==> config.mk <==
export PLATFORM = sky130hd
export DESIGN_NAME = pixel_renderer
export DESIGN_NICKNAME = d
export VERILOG_FILES = /design/src/rtl/render_pkg.sv /design/src/rtl/display_timing.sv /design/src/rtl/pixel_renderer.sv
export SDC_FILE = /design/constraint.sdc
export NUM_CORES = 1
export LEC_CHECK = 0
export BUFFER_PORTS_ARGS = -buffer_cell sky130_fd_sc_hd__buf_4
export CAP_MARGIN = 0
export CORE_MARGIN = 3
export CORE_UTILIZATION = 40
export CTS_BUF_LIST = sky130_fd_sc_hd__clkbuf_8 sky130_fd_sc_hd__clkbuf_16
export CTS_CLUSTER_SIZE = 14
export DETAILED_ROUTE_END_ITERATION = 12
export PLACE_DENSITY_LB_ADDON = 0.15
export REMOVE_ABC_BUFFERS = 1
export SETUP_SLACK_MARGIN = 0.15
export SYNTH_ARGS = -nofsm -noshare
export SYNTH_HDL_FRONTEND = slang
export SYNTH_SLANG_ARGS = --single-unit
==> constraint.sdc <==
create_clock -name clk_pix -period 2.5 [get_ports clk_pix]
set_clock_uncertainty 0.1 [all_clocks]
set_input_delay 0.25 -clock clk_pix [delete_from_list [all_inputs] [get_ports clk_pix]]
set_output_delay 0.25 -clock clk_pix [all_outputs]
set_load 0.03 [all_outputs]
==> src/rtl/render_pkg.sv <==
// Shared display geometry and pixel types
// for the pixel renderer slice.
package render_pkg;
  localparam int H_ACTIVE = 640;
  localparam int H_TOTAL  = 800;
  localparam int V_ACTIVE = 480;
  localparam int V_TOTAL  = 525;
  localparam int BOX_W    = 32;
  localparam int BOX_H    = 32;

  typedef logic [9:0] coord_t;

  typedef struct packed {
    logic [7:0] r;
    logic [7:0] g;
    logic [7:0] b;
  } rgb_t;
endpackage

==> src/rtl/display_timing.sv <==
// Raster counters, active-area enable and
// the last-pixel-of-frame strobe.
module display_timing #(
  parameter int H_ACTIVE = render_pkg::H_ACTIVE,
  parameter int H_TOTAL  = render_pkg::H_TOTAL,
  parameter int V_ACTIVE = render_pkg::V_ACTIVE,
  parameter int V_TOTAL  = render_pkg::V_TOTAL
) (
  input  logic               clk_pix,
  input  logic               sim_rst,
  output render_pkg::coord_t cx,
  output render_pkg::coord_t cy,
  output logic               de,
  output logic               frame_end
);
  import render_pkg::*;

  localparam coord_t HACT = coord_t'(H_ACTIVE);
  localparam coord_t VACT = coord_t'(V_ACTIVE);
  localparam coord_t HMAX = coord_t'(H_TOTAL - 1);
  localparam coord_t VMAX = coord_t'(V_TOTAL - 1);
  localparam coord_t ONE  = coord_t'(1);

  logic h_end;
  logic v_end;

  assign h_end = (cx == HMAX);
  assign v_end = (cy == VMAX);

  // Pixel and line counters; cy steps when cx wraps.
  always_ff @(posedge clk_pix or posedge sim_rst) begin
    if (sim_rst) begin
      cx <= '0;
      cy <= '0;
    end else begin
      cx <= h_end ? '0 : cx + ONE;
      if (h_end)
        cy <= v_end ? '0 : cy + ONE;
    end
  end

  assign de        = (cx < HACT) && (cy < VACT);
  assign frame_end = h_end && v_end;
endmodule

==> src/rtl/pixel_renderer.sv <==
// Box rasteriser: per-frame position latch,
// hit test and one-stage output register.
module pixel_renderer #(
  parameter int H_ACTIVE = render_pkg::H_ACTIVE,
  parameter int H_TOTAL  = render_pkg::H_TOTAL,
  parameter int V_ACTIVE = render_pkg::V_ACTIVE,
  parameter int V_TOTAL  = render_pkg::V_TOTAL,
  parameter int BOX_W    = render_pkg::BOX_W,
  parameter int BOX_H    = render_pkg::BOX_H
) (
  input  logic        clk_pix,
  input  logic        sim_rst,
  input  logic [9:0]  pos_x,
  input  logic [9:0]  pos_y,
  input  logic [23:0] box_rgb,
  input  logic [23:0] bg_rgb,
  output logic        frame_start,
  output logic        line_start,
  output logic [9:0]  sdl_sx,
  output logic [9:0]  sdl_sy,
  output logic        sdl_de,
  output logic [7:0]  sdl_r,
  output logic [7:0]  sdl_g,
  output logic [7:0]  sdl_b
);
  import render_pkg::*;

  coord_t      cx;
  coord_t      cy;
  coord_t      lat_x;
  coord_t      lat_y;
  logic        de;
  logic        frame_end;
  logic        hit;
  logic [10:0] x_end;
  logic [10:0] y_end;
  rgb_t        pix;

  display_timing #(
    .H_ACTIVE (H_ACTIVE),
    .H_TOTAL  (H_TOTAL),
    .V_ACTIVE (V_ACTIVE),
    .V_TOTAL  (V_TOTAL)
  ) u_timing (
    .clk_pix   (clk_pix),
    .sim_rst   (sim_rst),
    .cx        (cx),
    .cy        (cy),
    .de        (de),
    .frame_end (frame_end)
  );

  // Take a new position only on the last pixel of a frame.
  always_ff @(posedge clk_pix or posedge sim_rst) begin
    if (sim_rst) begin
      lat_x <= '0;
      lat_y <= '0;
    end else if (frame_end) begin
      lat_x <= pos_x;
      lat_y <= pos_y;
    end
  end

  // 11-bit box extents so edge boxes clip, never wrap.
  assign x_end = {1'b0, lat_x} + 11'(BOX_W);
  assign y_end = {1'b0, lat_y} + 11'(BOX_H);

  assign hit = (cx >= lat_x) && ({1'b0, cx} < x_end)
            && (cy >= lat_y) && ({1'b0, cy} < y_end);

  // Colour select; blanking forces black.
  always_comb begin
    pix = '0;
    if (de)
      pix = hit ? rgb_t'(box_rgb) : rgb_t'(bg_rgb);
  end

  // Single output stage aligning all stream signals.
  always_ff @(posedge clk_pix or posedge sim_rst) begin
    if (sim_rst) begin
      sdl_sx      <= '0;
      sdl_sy      <= '0;
      sdl_de      <= 1'b0;
      sdl_r       <= '0;
      sdl_g       <= '0;
      sdl_b       <= '0;
      frame_start <= 1'b0;
      line_start  <= 1'b0;
    end else begin
      sdl_sx      <= cx;
      sdl_sy      <= cy;
      sdl_de      <= de;
      sdl_r       <= pix.r;
      sdl_g       <= pix.g;
      sdl_b       <= pix.b;
      frame_start <= (cx == '0) && (cy == '0);
      line_start  <= (cx == '0);
    end
  end
endmodule
==> Word-level counts from Yosys, hierarchy flattened <==
Cells that the tools add are included.
{ "op_classes": {"add_sub_neg": 4, "multipliers": 0, "div": 0, "order_cmp": 6, "eq_ne": 2, "shift": 0, "n_mux": 4, "bitwise_logic": 0, "n_reduce_logical": 8} }
{ "op_table": {"columns": ["cell", "n"], "rows": [
  ["24-bit two-way mux", 2],
  ["10-bit by 6-bit adder with 11-bit output (second input constant)", 2],
  ["10-bit by 11-bit < comparator with 1-bit output", 2],
  ["10-bit by 1-bit adder with 10-bit output (second input constant)", 2],
  ["10-bit equality test (second input constant)", 2],
  ["10-bit >= comparator", 2],
  ["10-bit logical NOT", 2],
  ["10-bit two-way mux", 2],
  ["10-bit < comparator (second input constant)", 1],
  ["10-bit by 9-bit < comparator with 1-bit output (second input constant)", 1],
  ["1-bit logical AND", 6]
]} }
{ "totals": {"regBits": 87, "latch_bits": 0, "ramBits": 0, "mem_bits_ro": 0, "inputBits": 70, "out_inout_bits": 47, "word_cells": 36, "mem_count": 0} }

==> Logic depth before layout (Yosys ltp) <==
Gate-level depths: netlist (run 1).
{ "logic_depth": {"depth_word": 7, "mapped_depth": 11, "depth_no_buf": 10} }

==> Hierarchy <==
A second synthesis (run 1) with hierarchy kept.
{ "hier_totals": {"hier_cells": 407, "hier_area_um2": 4240.3} }
{ "by_module_without_submodules": {"columns": ["module", "n_inst", "cells_per_inst", "area_each_um2", "seq_area_each_um2"], "rows": [
  ["pixel_renderer", 1, 310, 3270.6, 1676.6],
  ["display_timing", 1, 97, 969.7, 500.5]
]} }

==> Worst setup path after synthesis (run 1) <==
No wires, ideal clock.
{ "synth_timing": {"path_kind": "reg-to-reg", "start": "reg lat_x[5]", "end": "reg sdl_b[3]", "setup_time_ns": 0.125, "t_arrival_ns": 2.281, "required_time_ns": 2.275, "path_slack_ns": -0.006, "path_stages_with_launch": 12, "n_path_buf": 1, "synth_period_minus_slack_ns": 2.506, "cell_sequence": "dfrtp_1 ha_1 nand3_1 xnor2_1 ha_1 a211oi_1 nand2_1 a211oi_2 o32ai_4 buf_8 o31ai_2 a21boi_2"} }
{ "synth_lines": {"columns": ["item", "line_no", "source"], "rows": [
  ["from (decl)", "pixel_renderer.sv:30", "coord_t lat_x;"],
  ["from (signal assigned)", "pixel_renderer.sv:59", "lat_x <= pos_x;"],
  ["to (signal assigned)", "pixel_renderer.sv:95", "sdl_b <= pix.b;"],
  ["to (decl)", "pixel_renderer.sv:24", "output logic [7:0] sdl_b"]
]} }

==> impl_results.md, run 1 <==
- Setup TNS: -1.698 ns
- Worst-path clk slew: 0.07 ns
- Port Buffer Count: 116
- Die Span X: 114.4 um
- Nature of the critical path endpoint: register
- Initial antenna violation count: 0
- Setup ws final: -0.1520 ns
- Post-Place Setup Slack: -0.1305 ns
- Top post-synthesis cells by area: dfrtp_1, ha_1, o31ai_2, a21boi_2, nand4_1
- Net Sw Frac: 22.42%
- Logic gate share of total power: 7.8%
- CTS tree: done
- Final Hold Viols: 0
- Sequential-to-total area share from yosys stat: 46.33%
- Run status: finished with violations
- DR WL met2: 6517 um
- Worst EP arrival: 2.77 ns
- Number of synthesized flops with an enable pin: 0
- Via Count: 3905
- Max clock buf depth: 2
- Chip Height: 114.4 um
- DRT met1 WL: 5389 um
- Synth top area share: 46.33%
- Largest fanout on the critical path: 12
- Die area: 13090 um^2
- Yosys warns: 0
- ANT nets after route: 0
- Clock Power Share: 46.6%
- Grt total ovfl: 0
- Syn Inst Count: 420
- DRT Pass-1 Iters: 4
- Worst path required time: 2.62 ns
- Cell Pwr Density: 479.0 nW/um^2
- Sequential share of power: 45.7%
- Top sig layer: met4
- Initial DRC count: 145
- Worst skew pair latency: 0.34 ns
- Num CTS Buffers: 9
- Remaining DRCs: 0
- Wire per inst: 17.66 um
- Mean Syn Cell Area: 11.19 um^2
- Initial core utilization: 42.06%
- H-tree depth: 3
- Vias/cell: 5.462
- Post-placement cell count: 693
- Synth cell types: 53
- Setup CP Type: reg -> reg
- Largest net degree at the start of global routing: 43
- Final instance area: 6549 um^2
- Worst hold path class: in -> reg
- Failing checks: setup timing
- Antenna diode count: 0
- Max-Cap Viols: 0
- Peak VDD IR: 0.0003464 V
- Vias in the first global route: 3988
- Net Sw Power: 703.2 uW
- Final net count: 676
- Mapped cell area: 4700 um^2
- Wire length of the first global-routing pass: 19780 um
- Slew @ Worst Pin: 0.5135 ns
- Final period utilization: 106.1%
- Io pins: 117
- Worst hold slack: 0.01516 ns
- WL met3: 464 um
- Final setup fails: 24
- Leading area contributor after synthesis: dfrtp_1
- HPWL Detailed: 8791 um
- GRT Total Usage: 18.96%
- RSZ-0062 raised after global routing: true
- Post-synth ARST share: 100.0%
- Top FF cell, synth: dfrtp_1
- Post-Route WL: 12630 um
- Yosys reg bits: 87
- LEAKAGE: 0.003067 uW
- Core area: 11170 um^2
- Gp weighted congestion: 0.8574
- Startpoint types: register
- Fin. max-slew vios: 0
- Layout fillers: 909
- Post-Layout Cell Count: 715
- FF-to-FF path depth: 11
- Share of post-route cells with drive strength above 1: 41.04%
- Rel. slew slack: 65.72%
- Area delta synth->final: 39.35%
- Clock tree sinks: 87
- Post-DP Area: 5984 um^2
- Post-layout min period: 2.652 ns
- WHS Path Cells: 3
- Number of core rows: 38
- Int Power: 2433 uW
- Fmax: 377.1 MHz
- CTS root buf: clkbuf_16
[power groups by stage]
stage	clock network [uW]	registers, uW	logic, uW
2_1_floorplan	0	1500	55.5
5_1_grt	1550	1430	261
4_1_cts	1480	1430	239
3_5_place_dp	0	1460	236
6_report	1460	1430	244
3_3_place_gp	0	1460	231
[kinds of logic after synthesis]
| logic type | count (synthesis) | share of synthesized area, % |
|---|---|---|
| AOI/OAI and AO/OA | 107 | 20.66 |
| DFF | 87 | 46.33 |
| adders and majority gates | 36 | 9.585 |
| xor gates and xnor gates | 19 | 3.541 |
| buffers and inverters | 46 | 5.139 |
| muxes | 2 | 0.4792 |
| and+or+nand+nor | 123 | 14.27 |
[placed cells by master (no fill, tap or decap), drive strengths merged, types with 2 or more instances in the layout]
master | Yosys | final
nor4 | 4 | 4
o31ai | 25 | 25
nand4 | 30 | 30
and2 | 2 | 2
nand3b | 3 | 3
a221o | 2 | 2
o32ai | 2 | 2
xnor2 | 15 | 15
xor2 | 4 | 4
bufinv | 0 | 2
nand2 | 34 | 34
dfrtp | 87 | 87
o32a | 2 | 2
and4 | 3 | 3
nand3 | 18 | 18
buf | 11 | 155
clkinvlp | 0 | 2
a21boi | 24 | 24
o22ai | 2 | 2
nor3 | 5 | 5
clkbuf | 9 | 12
inv | 26 | 28
nor2 | 11 | 11
mux2 | 2 | 2
a21o | 3 | 3
a211oi | 3 | 3
o21ai | 27 | 27
nor2b | 2 | 2
nand4b | 2 | 2
nand2b | 3 | 3
a21oi | 12 | 12
ha | 36 | 36
[state kept, by name, indices dropped and copies added, names as in the netlist]
signal       cells
sdl_sy          10
sdl_g            8
u_timing.cy     10
sdl_de           1
frame_start      1
sdl_r            8
sdl_sx          10
line_start       1
sdl_b            8
u_timing.cx     10
lat_x           10
lat_y           10
[worst paths after layout]
kind	start	to	slack, ns
worst max-delay path	lat_x[5]	sdl_r[0]	-0.15
worst min-delay path	pos_x[1]	lat_x[1]	0.02
worst max register to register	lat_x[5]	sdl_r[0]	-0.15
worst min register to register	u_timing.cx[7]	sdl_sx[7]	0.37
max in group asynchronous	sim_rst	u_timing.cx[1]	1.26
min in group asynchronous	sim_rst	sdl_g[3]	0.39
[cell type report]
class,count,area (um^2),share of cell area [%]
tap,140,175.2,2.675
clock inverter,7,96.34,1.471
clock buffer,9,225.2,3.439
timing repair buffer,159,1340,20.46
multi-input combinational,287,2436,37.20
inverter,26,98.84,1.509
sequential,87,2177,33.24
[metrics by stage]
step	util, %	power [uW]
floorplan	-	1556
global placement	53.56	1690
detailed placement	53.56	1695
CTS	56.77	3152
global route	58.61	3242
finish	58.61	3137
[synthesized netlist by cell type (all sizes together) (4+ instances only)]
cell type,instances
dfrtp,87
ha,36
nand2,34
nand4,30
o21ai,27
inv,26
o31ai,25
a21boi,24
nand3,18
xnor2,15
a21oi,12
buf,11
nor2,11
clkbuf,9
nor3,5
nor4,4
xor2,4
[routing by layer]
metal	track usage (%)	up-vias
met4	7.205	0
met5	0	-
li1	-	1845
met1	24.84	1961
met3	3.277	18
met2	31.35	81
[worst max-delay path, stage by stage, from the launching register on]
cell and delay (ns):
dfrtp_1 0.35, ha_2 0.20, nand3_2 0.08, xnor2_1 0.14
ha_1 0.31, a211oi_2 0.23, nand2_1 0.11, a211oi_4 0.22
o32ai_4 0.18, buf_12 0.19, o31ai_2 0.30, a21boi_2 0.10
[repair_timing]
item	CTS	global route
gates cloned	0	4
setup buffers	0	1
pin swaps	0	3
endpoints found under the setup margin	24	24
hold endpoints to repair	25	0
hold buffers	1	0
gates resized for setup	5	15
(Power assumes the default switching activity.)
==> run 2, diff against run 1 <==
ABC_AREA = 1   (was default)
==> impl_results.md, run 2 <==
- Run status: finished clean
- Synth cell types: 27
- Largest fanout on the critical path: 6
- Bufs and invs on worst path: 3
- Gp weighted congestion: 0.8527
- Final instance area: 6395 um^2
- Met1 Resource Use GR: 22.98%
- Synth top area share: 48.60%
- Most used cell, CP: nor2_1
- Post-Layout Cell Count: 862
- Post-layout min period: 2.366 ns
- Yosys warns: 0
- Post-Route WL: 11070 um
- GRT Total Usage: 18.27%
- Total power: 2664 uW
- Register area: 2181 um^2
- Largest net degree at the start of global routing: 48
- Leading area contributor after synthesis: dfrtp_1
- Rel. slew slack: 59.99%
- Area occupied by multi-input gates: 2071 um^2
- Post-synth ARST share: 100.0%
- Slew @ Worst Pin: 0.6001 ns
- LEAKAGE: 0.003549 uW
- Fmax: 422.7 MHz
- Setup CP Type: reg -> reg
- Yosys reg bits: 87
- Area delta synth->final: 42.77%
- Final Hold Viols: 0
- HPWL Detailed: 7690 um
- Nature of the critical path endpoint: register
- Initial antenna violation count: 0
- Worst skew pair latency: 0.36 ns
- Final period utilization: 94.64%
- Sequential-to-total area share from yosys stat: 48.60%
- H-tree depth: 3
- Number of core rows: 38
- Max clock buf depth: 2
- Worst EP arrival: 2.56 ns
- CTS tree: done
- Num CTS Buffers: 9
- Commonest non-fill, non-tap cells in the layout: nand2_1, buf_4, inv_1
- GR Layer Usage met2: 29.70%
- Die Span X: 111.8 um
- M3 GR Usage: 6.576%
- Share of post-route cells with drive strength above 1: 27.56%
- Post-DP Area: 5542 um^2
- Die area: 12500 um^2
- Delay-heaviest family, CP: simple AND/OR/NAND/NOR gates
- Startpoint types: register
- Top FF cell, synth: dfrtp_1
- Worst-path clk slew: 0.09 ns
- Post-placement cell count: 810
- GRT busiest layer: met2
- Grt total ovfl: 0
- Max-Cap Viols: 0
- Commonest non-fill, non-tap cell in the layout: nand2_1
- Core area: 10890 um^2
- Critical-path top delay cell: dfrtp_1
- Vias in the first global route: 4054
- Clock tree sinks: 87
- Final net count: 823
- CP max stage delay: 0.44 ns
- Remaining DRCs: 0
- Syn Inst Count: 555
- DRT Pass-1 Iters: 6
- RSZ-0062 raised after global routing: true
- Via Count: 3982
- Number of synthesized flops with an enable pin: 0
- Final setup fails: 0
- Mean Syn Cell Area: 8.071 um^2
- Port Buffer Count: 116
- Initial DRC count: 132
- Most frequent cell after synthesis: nand2_1
- Vias/cell: 4.619
- Wire per inst: 12.84 um
- Layout fillers: 991
- Worst hold path class: in -> reg
- Chip Height: 111.8 um
- Worst hold slack: 0.01951 ns
- Wire length of the first global-routing pass: 18640 um
- ANT nets after route: 0
- Io pins: 117
- Worst path required time: 2.69 ns
- CP Cell Sequence: nand2_1 -> nor2_1 -> xor2_1 -> ha_1 -> a21oi_2 -> nor2_1 -> nor2_1 -> nand3_2 -> nor2_4 -> buf_6 -> buf_6 -> clkbuf_16 -> nor2_1 -> nor2_1
- Mapped cell area: 4479 um^2
- Antenna diode count: 0
- Top post-synthesis cells by count: nand2_1, inv_1, dfrtp_1
- CTS root buf: clkbuf_8
- Initial core utilization: 41.14%
- Fin. max-slew vios: 0
- Cell Pwr Density: 416.7 nW/um^2
- Top post-synthesis cells by area: dfrtp_1, nand2_1, ha_1, inv_1, nor2_1
- Peak VDD IR: 0.0002961 V
[run 2: cell count changes after synthesis, sizes merged, moves of 7 or more]
cell,previous run,this run
nand2,34,148
nand4,30,6
a21boi,24,0
nor3,5,12
nor2,11,81
o31ai,25,0
inv,26,95
xnor2,15,2
[run 2: path summary, 6_finish.rpt]
kind / slack, ns / startpoint / endpoint / depth (start not counted)
worst max-delay path: 0.13 / lat_y[6] / sdl_g[6] / 14
worst min-delay path: 0.02 / bg_rgb[22] / sdl_r[6] / 3
worst max register to register: 0.13 / lat_y[6] / sdl_g[6] / 14
worst min register to register: 0.32 / u_timing.cy[4] / sdl_sy[4] / 0
max in group asynchronous: 1.35 / sim_rst / u_timing.cx[7] / 4
min in group asynchronous: 0.47 / sim_rst / u_timing.cy[3] / 4
[run 2: through the flow]
step | utilization, % | setup WS [ns] | setup TNS (ns)
after floorplan | - | -0.2637 | -15.05
after global placement | 50.90 | 0.1571 | 0
after detailed placement | 50.90 | 0.1015 | 0
after CTS | 57.09 | 0.1683 | 0
after global routing | 58.73 | -0.01112 | -0.02784
final | 58.73 | 0.1341 | 0
[run 2: area by class of cell]
type	instances	share of cell area (%)
Clock inverter	3	0.3913
Inverter	95	5.596
Sequential cell	87	34.10
Clock buffer	13	2.798
Multi-Input combinational cell	362	32.38
Tap cell	140	2.739
Timing Repair Buffer	162	21.99
[run 2: what timing repair did]
item	in CTS	in global routing
endpoints found under the hold margin	106	1
pin swaps	7	10
setup endpoints to repair	24	25
buffers inserted	8	2
gates cloned	4	1
resized for setup	21	39
hold buffers	20	1
[run 2: power by group]
part	switching, uW	internal [uW]
Sequential	5.97	1430
Combinational	120	137
Clock	502	474
[run 2: layer usage]
metal / wire length [um] / share of wire (%) / vias to the layer above
met4: 180 / 1.6 / 0
met1: 4787 / 43 / 1826
met3: 850 / 7.7 / 16
li1: - / - / 2030
met5: 0 / 0 / -
met2: 5249 / 47 / 110
[run 2: cell families after synthesis]
family                     share of synthesized area, %
and+or+nand+nor                                   24.41
buffers and inverters                             9.693
DFF                                               48.60
AOI/OAI and AO/OA                                 5.475
adders and majority gates                         10.06
xor gates and xnor gates                          1.760
[run 2: worst register-to-register path, delay by kind of cell (launching register included)]
kind	cells	cell delay, ns
buffers and inverters	3	0.40
xor gates and xnor gates	1	0.17
AOI/OAI and AO/OA	1	0.13
DFF	1	0.44
and+or+nand+nor	8	0.79
adders and majority gates	1	0.27
==> run 3, diff against run 2 <==
PLACE_DENSITY = 0.76   (was default)
PLACE_DENSITY_LB_ADDON = default   (was 0.15)
==> impl_results.md, run 3 (same netlist as run 2, synthesis figures left out) <==
- Worst hold slack: 0.008660 ns
- CTS root buf: clkbuf_8
- Setup CP Type: reg -> reg
- Slew @ Worst Pin: 0.6142 ns
- RSZ-0062 raised after global routing: true
- Vias in the first global route: 4007
- Wire length of the first global-routing pass: 18630 um
- Worst skew pair latency: 0.36 ns
- Wire per inst: 13.59 um
- Total power: 2596 uW
- Commonest non-fill, non-tap cell in the layout: nand2_1
- Startpoint types: register
- Remaining DRCs: 0
- Final period utilization: 91.72%
- Largest net degree at the start of global routing: 35
- Initial antenna violation count: 0
- HPWL Detailed: 7953 um
- Delay-heaviest family, CP: simple AND/OR/NAND/NOR gates
- Layout fillers: 955
- Setup TNS: 0 ns
- Most used cell, CP: nor2_1
- Gp weighted congestion: 0.8525
- ANT nets after route: 0
- Num CTS Buffers: 9
- Initial DRC count: 218
- Worst-path clk slew: 0.09 ns
- Largest fanout on the critical path: 6
- DRT Pass-1 Iters: 5
- Area delta synth->final: 39.08%
- FF-to-FF path depth: 14
- Reg2reg end: sdl_r[0]
- Peak VDD IR: 0.0002170 V
- Core area: 10890 um^2
- Critical-path top delay cell: dfrtp_1
- Worst Hold End: sdl_b[2]
- GRT Total Usage: 18.30%
- LEAKAGE: 0.003496 uW
- Fmax: 436.1 MHz
- Fin. max-slew vios: 0
- Share of post-route cells with drive strength above 1: 28.51%
- WHS Path Cells: 3
- H-tree depth: 3
- CP max stage delay: 0.42 ns
- Reg2reg start: lat_y[7]
- Final net count: 813
- Die area: 12500 um^2
- Commonest non-fill, non-tap cells in the layout: nand2_1, buf_4, inv_1
- Cell Pwr Density: 416.8 nW/um^2
- Clock tree sinks: 87
- Final Hold Viols: 0
- Post-placement cell count: 809
- Die Span X: 111.8 um
- CTS tree: done
- Max-Cap Viols: 0
- Io pins: 117
- R2R setup slack: 0.21 ns
- Vias/cell: 4.741
- Nature of the critical path endpoint: register
- Rel. slew slack: 59.00%
- Post-Layout Cell Count: 852
- Run status: finished clean
- Worst hold path class: in -> reg
- Antenna diode count: 0
- Post-Place Setup Slack: 0.1544 ns
- Initial core utilization: 41.14%
- Post-Route WL: 11580 um
- Setup ws final: 0.2071 ns
- Via Count: 4039
- Worst path required time: 2.65 ns
- Chip Height: 111.8 um
- Number of core rows: 38
- Grt total ovfl: 0
- Max clock buf depth: 2
- Worst Min Path Start: bg_rgb[2]
- Worst EP arrival: 2.45 ns
- Port Buffer Count: 116
- Post-layout min period: 2.293 ns
- Bufs and invs on worst path: 2
- CP Cell Sequence: nand2_1 -> nor2_1 -> xor2_1 -> ha_1 -> a21oi_2 -> nor2_1 -> nor2_1 -> nand3_2 -> nor2_4 -> buf_8 -> clkbuf_16 -> nand2_1 -> nand2_1 -> nor2_1
- CP Depth: 14
- Final setup fails: 0
-- run 3: cell count changes in the layout (fill, tap and decap cells not counted), moves of 3 or more --
cell	change
nand2_2	+17
clkinv_2	+3
dlygate4sd3_1	-7
nor2_4	-14
nor2_1	+12
nand2_1	-18
-- run 3: final cells by class --
type                       count  area [um^2]  area share (%)
timing repair buffer         152         1309           21.01
sequential                    87         2180           34.99
tap                          140        175.2           2.812
multi-input combinational    362         2024           32.50
clock buffer                  11        151.4           2.430
clock inverter                 5        32.53          0.5222
inverter                      95        357.8           5.744
-- run 3: worst max-delay path by stage --
| stage | end | slack, ns | from |
|---|---|---|---|
| floorplan | sdl_b[0] | -0.26 | lat_x[5] |
| global placement | sdl_r[0] | 0.22 | lat_x[5] |
| detailed placement | sdl_g[3] | 0.15 | lat_x[5] |
| CTS | sdl_r[6] | 0.14 | lat_x[5] |
| global route | sdl_r[1] | 0.08 | lat_y[7] |
| finish | sdl_r[0] | 0.21 | lat_y[7] |
-- run 3: per-layer routing --
metal  vias up  global-route usage (%)  part of all wire, %
li1       2010                       -                    -
met1      1855                   23.24                   40
met2       156                   28.98                   48
met3        18                   6.359                  9.3
met4         0                   6.813                  2.0
met5         -                       0                    0
-- run 3: worst register-to-register path, cell delays in order (launching register included) --
cell       delay [ns]
dfrtp_1          0.42
nand2_1          0.10
nor2_1           0.13
xor2_1           0.18
ha_1             0.28
a21oi_2          0.13
nor2_1           0.05
nor2_1           0.11
nand3_2          0.10
nor2_4           0.13
buf_8            0.16
clkbuf_16        0.17
nand2_1          0.05
nand2_1          0.05
nor2_1           0.04
-- run 3: where the power goes --
group | leakage, uW | switching [uW] | total (uW) | internal [uW]
clock | 0.0000991 | 506 | 921 | 414
sequential | 0.00103 | 6.75 | 1430 | 1430
combinational | 0.00237 | 119 | 244 | 124
total | 0.00350 | 632 | 2600 | 1960
-- run 3: metrics by stage --
step | util (%) | instance area (um^2)
3_5_place_dp | 50.90 | 5542
2_1_floorplan | - | 4402
5_1_grt | 57.22 | 6230
4_1_cts | 54.71 | 5957
3_3_place_gp | 50.90 | 5542
6_report | 57.22 | 6230
-- run 3: repair_timing --
item	in CTS	in global routing
setup buffers	3	4
gates cloned	2	4
hold buffers	14	0
hold endpoints to repair	45	0
gates resized for setup	5	47
setup endpoints to repair	18	24
pin swaps	2	21
